<file path="src/rtl/ex_divctrl.sv">
// Iterative radix-2 restoring divider for the RV64 EX stage (DIV/DIVU/REM/REMU and W forms).
// Divide-by-zero and signed overflow resolve in one cycle; all other ops iterate 32 or 64 times.
module ex_divctrl #(
    parameter int XLEN = 64
) (
    input  logic            clk,
    input  logic            rst,
    input  logic            ex_divctrl_start_i,
    input  logic            ex_divctrl_signed_i,
    input  logic            ex_divctrl_rem_i,
    input  logic            ex_divctrl_word_i,
    input  logic [XLEN-1:0] ex_divctrl_dividend_i,
    input  logic [XLEN-1:0] ex_divctrl_divisor_i,
    input  logic            ex_divctrl_ack_i,
    input  logic            ex_divctrl_flush_i,
    output logic            ex_divctrl_ready_o,
    output logic            ex_divctrl_busy_o,
    output logic            ex_divctrl_valid_o,
    output logic [XLEN-1:0] ex_divctrl_res_data_o
);

    localparam int WLEN = XLEN / 2;
    localparam int CW   = $clog2(XLEN) + 1;
    localparam logic [CW-1:0] N_WORD  = CW'(WLEN);
    localparam logic [CW-1:0] N_DWORD = CW'(XLEN);

    typedef enum logic [1:0] {IDLE, CALC, DONE} state_t;

    state_t          state_q;
    logic [CW-1:0]   cnt_q;
    logic [XLEN-1:0] rem_q, quo_q, div_q, res_q;
    logic            neg_quo_q, neg_rem_q, rem_sel_q, word_q;

    // W results always carry bit 31 into the upper half, unsigned ops included.
    function automatic logic [XLEN-1:0] fix_width(input logic [XLEN-1:0] v, input logic w);
        return w ? {{WLEN{v[WLEN-1]}}, v[WLEN-1:0]} : v;
    endfunction

    // Operand conditioning at capture time.
    logic [XLEN-1:0] a_ext, b_ext, a_mag, b_mag, most_neg, spec_res;
    logic            a_neg, b_neg, div_zero, ovf, capture;

    // NOTE: every always_comb output gets a default first so no path can infer a latch.
    always_comb begin
        a_ext = ex_divctrl_dividend_i;
        b_ext = ex_divctrl_divisor_i;
        most_neg = {1'b1, {(XLEN-1){1'b0}}};
        if (ex_divctrl_word_i) begin
            a_ext = {{WLEN{ex_divctrl_signed_i & ex_divctrl_dividend_i[WLEN-1]}},
                     ex_divctrl_dividend_i[WLEN-1:0]};
            b_ext = {{WLEN{ex_divctrl_signed_i & ex_divctrl_divisor_i[WLEN-1]}},
                     ex_divctrl_divisor_i[WLEN-1:0]};
            most_neg = {{(WLEN+1){1'b1}}, {(WLEN-1){1'b0}}};
        end
        a_neg    = ex_divctrl_signed_i & a_ext[XLEN-1];
        b_neg    = ex_divctrl_signed_i & b_ext[XLEN-1];
        a_mag    = a_neg ? -a_ext : a_ext;
        b_mag    = b_neg ? -b_ext : b_ext;
        div_zero = (b_ext == '0);
        ovf      = ex_divctrl_signed_i && (a_ext == most_neg) && (b_ext == '1);
        if (div_zero)
            spec_res = ex_divctrl_rem_i ? a_ext : '1;
        else
            spec_res = ex_divctrl_rem_i ? '0 : a_ext;
        spec_res = fix_width(spec_res, ex_divctrl_word_i);
    end

    // One restoring step; the shifted remainder needs XLEN+1 bits for full-width divisors.
    logic [XLEN:0]   rem_sh;
    logic [XLEN-1:0] rem_sub, rem_nx, quo_nx, calc_res;
    logic            ge;

    always_comb begin
        rem_sh  = {rem_q, quo_q[XLEN-1]};
        ge      = (rem_sh >= {1'b0, div_q});
        rem_sub = rem_sh[XLEN-1:0] - div_q;
        rem_nx  = ge ? rem_sub : rem_sh[XLEN-1:0];
        quo_nx  = {quo_q[XLEN-2:0], ge};
        if (rem_sel_q)
            calc_res = neg_rem_q ? -rem_nx : rem_nx;
        else
            calc_res = neg_quo_q ? -quo_nx : quo_nx;
        calc_res = fix_width(calc_res, word_q);
    end

    assign ex_divctrl_ready_o    = (state_q == IDLE) | ((state_q == DONE) & ex_divctrl_ack_i);
    assign ex_divctrl_busy_o     = (state_q == CALC) | ((state_q == DONE) & ~ex_divctrl_ack_i);
    assign ex_divctrl_valid_o    = (state_q == DONE);
    assign ex_divctrl_res_data_o = res_q;
    assign capture               = ex_divctrl_start_i & ex_divctrl_ready_o;

    // NOTE: sequential state uses non-blocking assignments only, so every register sees pre-edge values.
    always_ff @(posedge clk) begin
        if (rst) begin
            state_q   <= IDLE;
            cnt_q     <= '0;
            rem_q     <= '0;
            quo_q     <= '0;
            div_q     <= '0;
            res_q     <= '0;
            neg_quo_q <= 1'b0;
            neg_rem_q <= 1'b0;
            rem_sel_q <= 1'b0;
            word_q    <= 1'b0;
        end else if (ex_divctrl_flush_i) begin
            state_q <= IDLE;
        end else if (capture) begin
            neg_quo_q <= a_neg ^ b_neg;
            neg_rem_q <= a_neg;
            rem_sel_q <= ex_divctrl_rem_i;
            word_q    <= ex_divctrl_word_i;
            if (div_zero || ovf) begin
                state_q <= DONE;
                res_q   <= spec_res;
            end else begin
                state_q <= CALC;
                cnt_q   <= ex_divctrl_word_i ? N_WORD : N_DWORD;
                rem_q   <= '0;
                // Word dividends sit in the upper half so 32 shifts consume them fully.
                quo_q   <= ex_divctrl_word_i ? (a_mag << WLEN) : a_mag;
                div_q   <= b_mag;
            end
        end else begin
            case (state_q)
                CALC: begin
                    rem_q <= rem_nx;
                    quo_q <= quo_nx;
                    cnt_q <= cnt_q - CW'(1);
                    if (cnt_q == CW'(1)) begin
                        state_q <= DONE;
                        res_q   <= calc_res;
                    end
                end
                DONE: if (ex_divctrl_ack_i) state_q <= IDLE;
                default: ;
            endcase
        end
    end

endmodule

</file>
<file path="config.mk">
export PLATFORM = sky130hd
export DESIGN_NAME = ex_divctrl
export DESIGN_NICKNAME = d
export VERILOG_FILES = /design/src/rtl/ex_divctrl.sv
export SDC_FILE = /design/constraint.sdc
export NUM_CORES = 1
export LEC_CHECK = 0
export CELL_PAD_IN_SITES_DETAIL_PLACEMENT = 0
export CELL_PAD_IN_SITES_GLOBAL_PLACEMENT = 1
export CORE_ASPECT_RATIO = 0.6
export CORE_MARGIN = 3
export CORE_UTILIZATION = 30
export CTS_BUF_LIST = sky130_fd_sc_hd__clkbuf_8
export CTS_CLUSTER_DIAMETER = 200
export DETAILED_ROUTE_END_ITERATION = 10
export GPL_TIMING_DRIVEN = 0
export PLACE_DENSITY_LB_ADDON = 0.1
export SLEW_MARGIN = 20
export SYNTH_ARGS = -nofsm -noshare
export SYNTH_HDL_FRONTEND = slang
export SYNTH_SLANG_ARGS = --single-unit
</file>
<file path="constraint.sdc">
create_clock -name clk -period 8.7 [get_ports clk]
set_input_delay 2.61 -clock clk [delete_from_list [all_inputs] [get_ports clk]]
set_output_delay 2.61 -clock clk [all_outputs]
set_load 0.01 [all_outputs]
</file>
==> results of run 1 <==
## per-layer routing
metal | up-vias | GRT usage [%] | wire (um)
li1 | 14000 | - | -
met2 | 1883 | 42.0 | 56400
met3 | 128 | 20.9 | 28100
met5 | - | 0 | 7
met1 | 15279 | 56.0 | 81200
met4 | 2 | 4.25 | 1980
## kinds of logic after synthesis
kind of cell,Yosys count
adders and majority gates,103
DFF,269
muxes,42
buffers and inverters,394
and+or+nand+nor,1405
xor gates and xnor gates,272
AOI/OAI and AO/OA,1197
## cell type report
type	count	share of cell area (%)
diodes	5	0.0420
plain buffers	262	3.67
clock buffers	59	2.72
clock inverters	27	0.491
inverters	130	1.64
multi-input cells	3019	62.2
flip-flops and latches	269	18.1
well taps	1134	4.76
repair buffers	192	6.45
## power groups by stage
stage / Combinational [W] / Sequential, W / Clock (W)
2_1_floorplan: 0.000791 / 0.00134 / 0
3_3_place_gp: 0.00142 / 0.00138 / 0
3_5_place_dp: 0.00141 / 0.00138 / 0
4_1_cts: 0.00141 / 0.00135 / 0.00128
5_1_grt: 0.00155 / 0.00136 / 0.00133
6_report: 0.00149 / 0.00136 / 0.00127
## stage by stage
step	total power (W)	setup TNS (ps)	utilization [%]	cells
floorplan	0.00213	0	-	3682
global placement	0.00280	-1810	34.4	5008
detailed placement	0.00278	-781	34.4	5008
CTS	0.00404	0	35.5	5093
global route	0.00424	0	35.6	5093
finish	0.00413	0	35.6	5097
## worst paths after layout
| path | slack [ps] | startpoint | to | depth (start not counted) |
|---|---|---|---|---|
| max | 330 | rem_q[9] | ex_divctrl_res_data_o[50] | 25 |
| max reg2reg | 330 | rem_q[9] | ex_divctrl_res_data_o[50] | 25 |
| min | 430 | ex_divctrl_res_data_o[37] | ex_divctrl_res_data_o[37] | 2 |
| min reg2reg | 430 | ex_divctrl_res_data_o[37] | ex_divctrl_res_data_o[37] | 2 |
## synthesized netlist by cell type, drive strengths merged, types with 19 or more instances
master	count
a211oi	131
a21o	36
a21oi	364
a221oi	24
a22oi	42
a311oi	28
a31oi	38
and2	21
buf	69
clkbuf	195
dfxtp	269
ha	71
inv	129
maj3	31
mux2i	38
nand2	416
nand2b	19
nand3	62
nand4	62
nor2	467
nor3	153
nor4	61
o211ai	68
o21a	21
o21ai	226
o31ai	53
o41ai	34
or3	31
or4	24
xnor2	178
xor2	94
## layout by cell type, fill, tap and decap left out, drive strengths merged, types with 34 or more instances in the layout
cell type      instances
nor2                 467
nand2                416
a21oi                364
dfxtp                269
clkbuf               251
o21ai                226
clkdlybuf4s50        192
xnor2                178
inv                  153
nor3                 153
a211oi               131
xor2                  94
ha                    71
buf                   69
o211ai                68
nand4                 62
nand3                 62
nor4                  61
o31ai                 53
a22oi                 42
mux2i                 38
a31oi                 38
a21o                  36
o41ai                 34
## state kept, by name (all words and copies together) (netlist names)
| register | flops |
|---|---|
| cnt_q | 7 |
| div_q | 64 |
| ex_divctrl_res_data_o | 64 |
| neg_quo_q | 1 |
| neg_rem_q | 1 |
| quo_q | 64 |
| rem_q | 64 |
| rem_sel_q | 1 |
| state_q | 2 |
| word_q | 1 |
## worst min-delay path, cell delays in order (launching register included)
cell	delay, ps
dfxtp_1	310
nand2_1	50
nand2_1	40
## timing repair
action | CTS | global route
endpoints found under the hold margin | 0 | 0
endpoints found under the setup margin | 8 | 18
gates resized for setup | 1 | 4
==> impl_metrics.yaml, run 1 <==
grt:
  antenna_found_initial: 11
  first_global_vias: 27552
  gr-usage-all-layers_pct: 36.3
  grt_pass1_wl_mm: 227
  grt_max_degree: 20
  overflow: 0
flow_run:
  drv_cap: 0
layout:
  drive_above_1_share_pct: 5.23
  multi_input_area_mm2: 0.0185
  stdcell_area_mm2: 0.0298
  areaGrowthSynthToFinish_pct: 17.2
  regArea_mm2: 0.00539
  num-nets-final: 4131
  fillers: 9342
logic_synthesis:
  ys_seq_elements: 269
  syn_area_mm2: 0.0254
  synth_edf_count: 0
  synth_ff_type: "dfxtp_1"
  synth_top_family_by_area: "compound AO/OA/AOI/OAI gates"
  muxShareOfSynthArea_pct: 1.67
  synth_top_area_share_pct: 21.2
  synth_xor_area_share_pct: 9.37
  synth_fp_nets: 3890
  synth_cell_types: 110
  syn_inst: 3682
  synth.area.top_cells: "dfxtp_1, a21oi_1, nor2_1, xnor2_1, nand2_1"
  synth-simple-area-share_pct: 25.8
  yosysSeqAreaShare_pct: 21.2
  yosys_warnings: 0
  synth_compound_area_share_pct: 31.0
  ys_async_sr_fraction_pct: 0
  syn_avg_cell_area_um2: 6.91
  synth_top_cell_by_area: "dfxtp_1"
  synth_fa_ha_area_share_pct: 4.79
power_and_ir_drop:
  p_switching_w: 0.00179
  power_density_mw_per_mm2: 138
  combPwrFrac_pct: 36.2
  p_leak_nw: 10.7
  vdd_drop_max_uv: 100
  switching_share_pct: 43.4
  p_seq_share_pct: 33.0
  clock_power_share_pct: 30.8
  internal-power_w: 0.00234
placed_design:
  portBuffers: 192
  dpl_cell_area_mm2: 0.0288
  pre_cts_ws_ps: -299
  dp_hpwl_mm: 141
  gp_congestion: 1.03
detailed_routing:
  drt_iter0_drc: 4602
  antenna_left: 0
  drt_wl_total_mm: 168
  drc_errors: 0
  routedWlPerCell_um: 32.9
  dr.pass1.iters: 6
  vias_per_cell: 6.14
  vias: 31292
clock_network:
  clkTransAtPathRegs_ps: 70
  clockRootBuffer: "clkbuf_8"
  hold_buffers: 0
  tritoncts: "yes"
  cts_buffers: 49
  h-tree-depth: 2
  cts.sinks: 269
  postCtsSetupBuffers: 0
  clock_latency_ps: 690
  cts_max_path_buffers: 3
worst_setup_path:
  critPathMaxStageDelay_ps: 770
  crit_path_start_kind: "flip-flop"
  critPathArrivalTime_ps: 8970
  worst-path-buf-inv: 6
  cp.required_ps: 9300
  endpoint_kind: "flip-flop"
  path_class: "flip-flop to flip-flop"
  critPathTopFamily: "buffers and inverters"
  crit_fanout: 19
  cp_slowest_cell: "clkdlybuf4s15_1"
timing:
  maxSlewViolCount: 0
  fin_ws_ps: 329
  slew_headroom_pct: 10.5
  fin_worst_skew_ps: 42.4
  fmax_mhz: 119
  finalSetupViolations: 0
  layout_min_cycle_time_ps: 8370
  grt_setup_unrepaired: "no"
  hold_violations: 0
  hold_ws_ps: 435
  tightest_slew_ps: 1330
  min_period_over_period_pct: 96.2
floorplanning:
  die_w_um: 382
  die_h_um: 232
  initial_core_util_pct: 30.4
  dieArea_mm2: 0.0884
  pin_count: 203
  rows: 82
  core_area_mm2: 0.0837
outcome:
  status: "completed"
worst_hold_path:
  hp-class: "flip-flop to flip-flop"
Power figures use the tool's default switching activity.
==> run 2, diff against run 1 <==
--- a/config.mk
+++ b/config.mk
@@ -15,6 +15,7 @@
 export DETAILED_ROUTE_END_ITERATION = 10
 export GPL_TIMING_DRIVEN = 0
 export PLACE_DENSITY_LB_ADDON = 0.1
+export RECOVER_POWER = 25
 export SLEW_MARGIN = 20
 export SYNTH_ARGS = -nofsm -noshare
 export SYNTH_HDL_FRONTEND = slang
==> impl_metrics.yaml, run 2 (synthesis gave the netlist of run 1 again) <==
outcome:
  status: "complete, but fails checks"
  violations: "negative setup slack"
placed_design:
  portBuffers: 192
  gp_congestion: 1.03
  dp_hpwl_mm: 141
  dp.cells: 5008
  dpl_cell_area_mm2: 0.0288
worst_setup_path:
  path_cells: "dlygate4sd3_1 -> or4_1 -> nor4b_1 -> nand4_1 -> or2_2 -> nor4_1 -> a21oi_2 -> o22ai_1 -> nand2b_1 -> a21oi_1 -> o211ai_1 -> a21oi_1 -> a221o_1"
  cpMostUsedCell: "a21oi_1"
  cp_slowest_cell: "a21oi_1"
  critPathArrivalTime_ps: 9420
  path_class: "input port to flip-flop"
  cp.required_ps: 9330
  crit_fanout: 8
  worst-path-buf-inv: 1
  crit_path_start_kind: "input port"
  critPathTopFamily: "simple AND/OR/NAND/NOR gates"
  critPathMaxStageDelay_ps: 1050
  endpoint_kind: "flip-flop"
clock_network:
  cts_buffers: 49
  cts.sinks: 269
  h-tree-depth: 2
  clkTransAtPathRegs_ps: 80
  tritoncts: "yes"
  hold_buffers: 0
  clockRootBuffer: "clkbuf_8"
  postCtsSetupBuffers: 0
  cts_max_path_buffers: 3
  clock_latency_ps: 690
power_and_ir_drop:
  internal-power_w: 0.00233
  switching_share_pct: 43.5
  vdd_drop_max_uv: 100
  power_w: 0.00413
  clock_power_share_pct: 30.9
  p_switching_w: 0.00180
  p_leak_nw: 11.0
  p_seq_share_pct: 32.9
  power_density_mw_per_mm2: 139
  combPwrFrac_pct: 36.2
floorplanning:
  initial_core_util_pct: 30.4
  die_w_um: 382
  core_area_mm2: 0.0837
  dieArea_mm2: 0.0884
  die_h_um: 232
  pin_count: 203
  rows: 82
layout:
  areaGrowthSynthToFinish_pct: 17.2
  instances_no_fill: 5100
  layout_common_cells: "nor2_1, nand2_1, a21oi_1"
  drive_above_1_share_pct: 5.20
  final_common_cell: "nor2_1"
  stdcell_area_mm2: 0.0298
  num-nets-final: 4131
  final_util_pct: 35.6
  regArea_mm2: 0.00539
  multi_input_area_mm2: 0.0185
  fillers: 9341
grt:
  gr-usage-all-layers_pct: 36.3
  overflow: 0
  grt_pass1_wl_mm: 227
  antenna_found_initial: 11
  grt_max_degree: 20
  first_global_vias: 27552
timing:
  fin_ws_ps: -87.1
  fmax_mhz: 114
  layout_min_cycle_time_ps: 8790
  finalSetupViolations: 1
  grt_setup_unrepaired: "no"
  slew_headroom_pct: 4.30
  fin_worst_skew_ps: 38.5
  tightest_slew_ps: 1420
  hold_violations: 0
  maxSlewViolCount: 0
  min_period_over_period_pct: 101
  hold_ws_ps: 432
detailed_routing:
  drt_iter0_drc: 4718
  dr.pass1.iters: 6
  drt_wl_total_mm: 168
  routedWlPerCell_um: 32.9
  vias_per_cell: 6.16
  drc_errors: 0
  vias: 31439
  antenna_left: 0
flow_run:
  drv_cap: 0
worst_hold_path:
  hp-class: "flip-flop to flip-flop"
-- run 2: cell types whose count changed in the layout (fill, tap and decap cells not counted), sizes merged --
cell           change
diode              +3
clkdlybuf4s50     -70
dlygate4sd3       +70
clkbuf             +1
buf                -1
-- run 2: worst paths after layout --
path | slack [ps] | to | from | depth (start not counted)
setup / recovery | -90 | ex_divctrl_res_data_o[53] | ex_divctrl_divisor_i[12] | 13
hold / removal | 430 | ex_divctrl_res_data_o[37] | ex_divctrl_res_data_o[37] | 2
setup reg to reg | 280 | ex_divctrl_res_data_o[50] | rem_q[9] | 25
hold reg to reg | 430 | ex_divctrl_res_data_o[37] | ex_divctrl_res_data_o[37] | 2
-- run 2: power by group through the flow --
stage / clock (W) / sequential [W] / combinational (W)
5_1_grt: 0.00133 / 0.00136 / 0.00155
3_3_place_gp: 0 / 0.00138 / 0.00142
3_5_place_dp: 0 / 0.00138 / 0.00141
4_1_cts: 0.00128 / 0.00135 / 0.00141
2_1_floorplan: 0 / 0.00134 / 0.000791
6_report: 0.00128 / 0.00136 / 0.00149
-- run 2: worst register-to-register path, cell delays in order (launching register included) --
cell and delay, ps:
dfxtp_1 500, ha_1 290, buf_2 190, a21oi_1 310, o21ai_1 240, a21oi_1 440
nor3_2 140, o311ai_4 330, nand2_4 200, inv_2 260, buf_6 220, buf_2 480
clkdlybuf4s15_1 790, clkbuf_2 560, ha_1 420, nand2_1 360, nor4_1 630, nand4_1 370
nor2_1 270, nand2_1 120, o41ai_1 430, xor2_1 130, o22a_1 200, o21ai_0 170
nand3_1 100, a31oi_1 200
-- run 2: metrics by stage --
step | TNS [ps] | setup WS [ps]
6_report | -87.1 | -87.1
5_1_grt | 0 | 79.5
4_1_cts | 0 | 221
3_5_place_dp | -781 | -299
3_3_place_gp | -1810 | -360
2_1_floorplan | 0 | 2820
-- run 2: layout make-up --
type | instances | area share [%]
Antenna cell | 8 | 0.0671
Buffer | 262 | 3.67
Clock buffer | 59 | 2.72
Clock inverter | 27 | 0.491
Inverter | 130 | 1.64
Multi-Input combinational cell | 3019 | 62.1
Sequential cell | 269 | 18.1
Tap cell | 1134 | 4.76
Timing Repair Buffer | 192 | 6.45
-- run 2: what timing repair did --
action                                  CTS  global route
resized for setup                         1             4
endpoints found under the setup margin    8            18
cloned                                    0             0
endpoints found under the hold margin     0             0
-- run 2: layer usage --
layer,vias to the layer above,GRT usage (%),share of wire (%)
met3,117,20.9,17
met4,0,4.25,1.1
met5,-,0,0
met2,1897,42.0,34
li1,13999,-,-
met1,15426,56.0,48
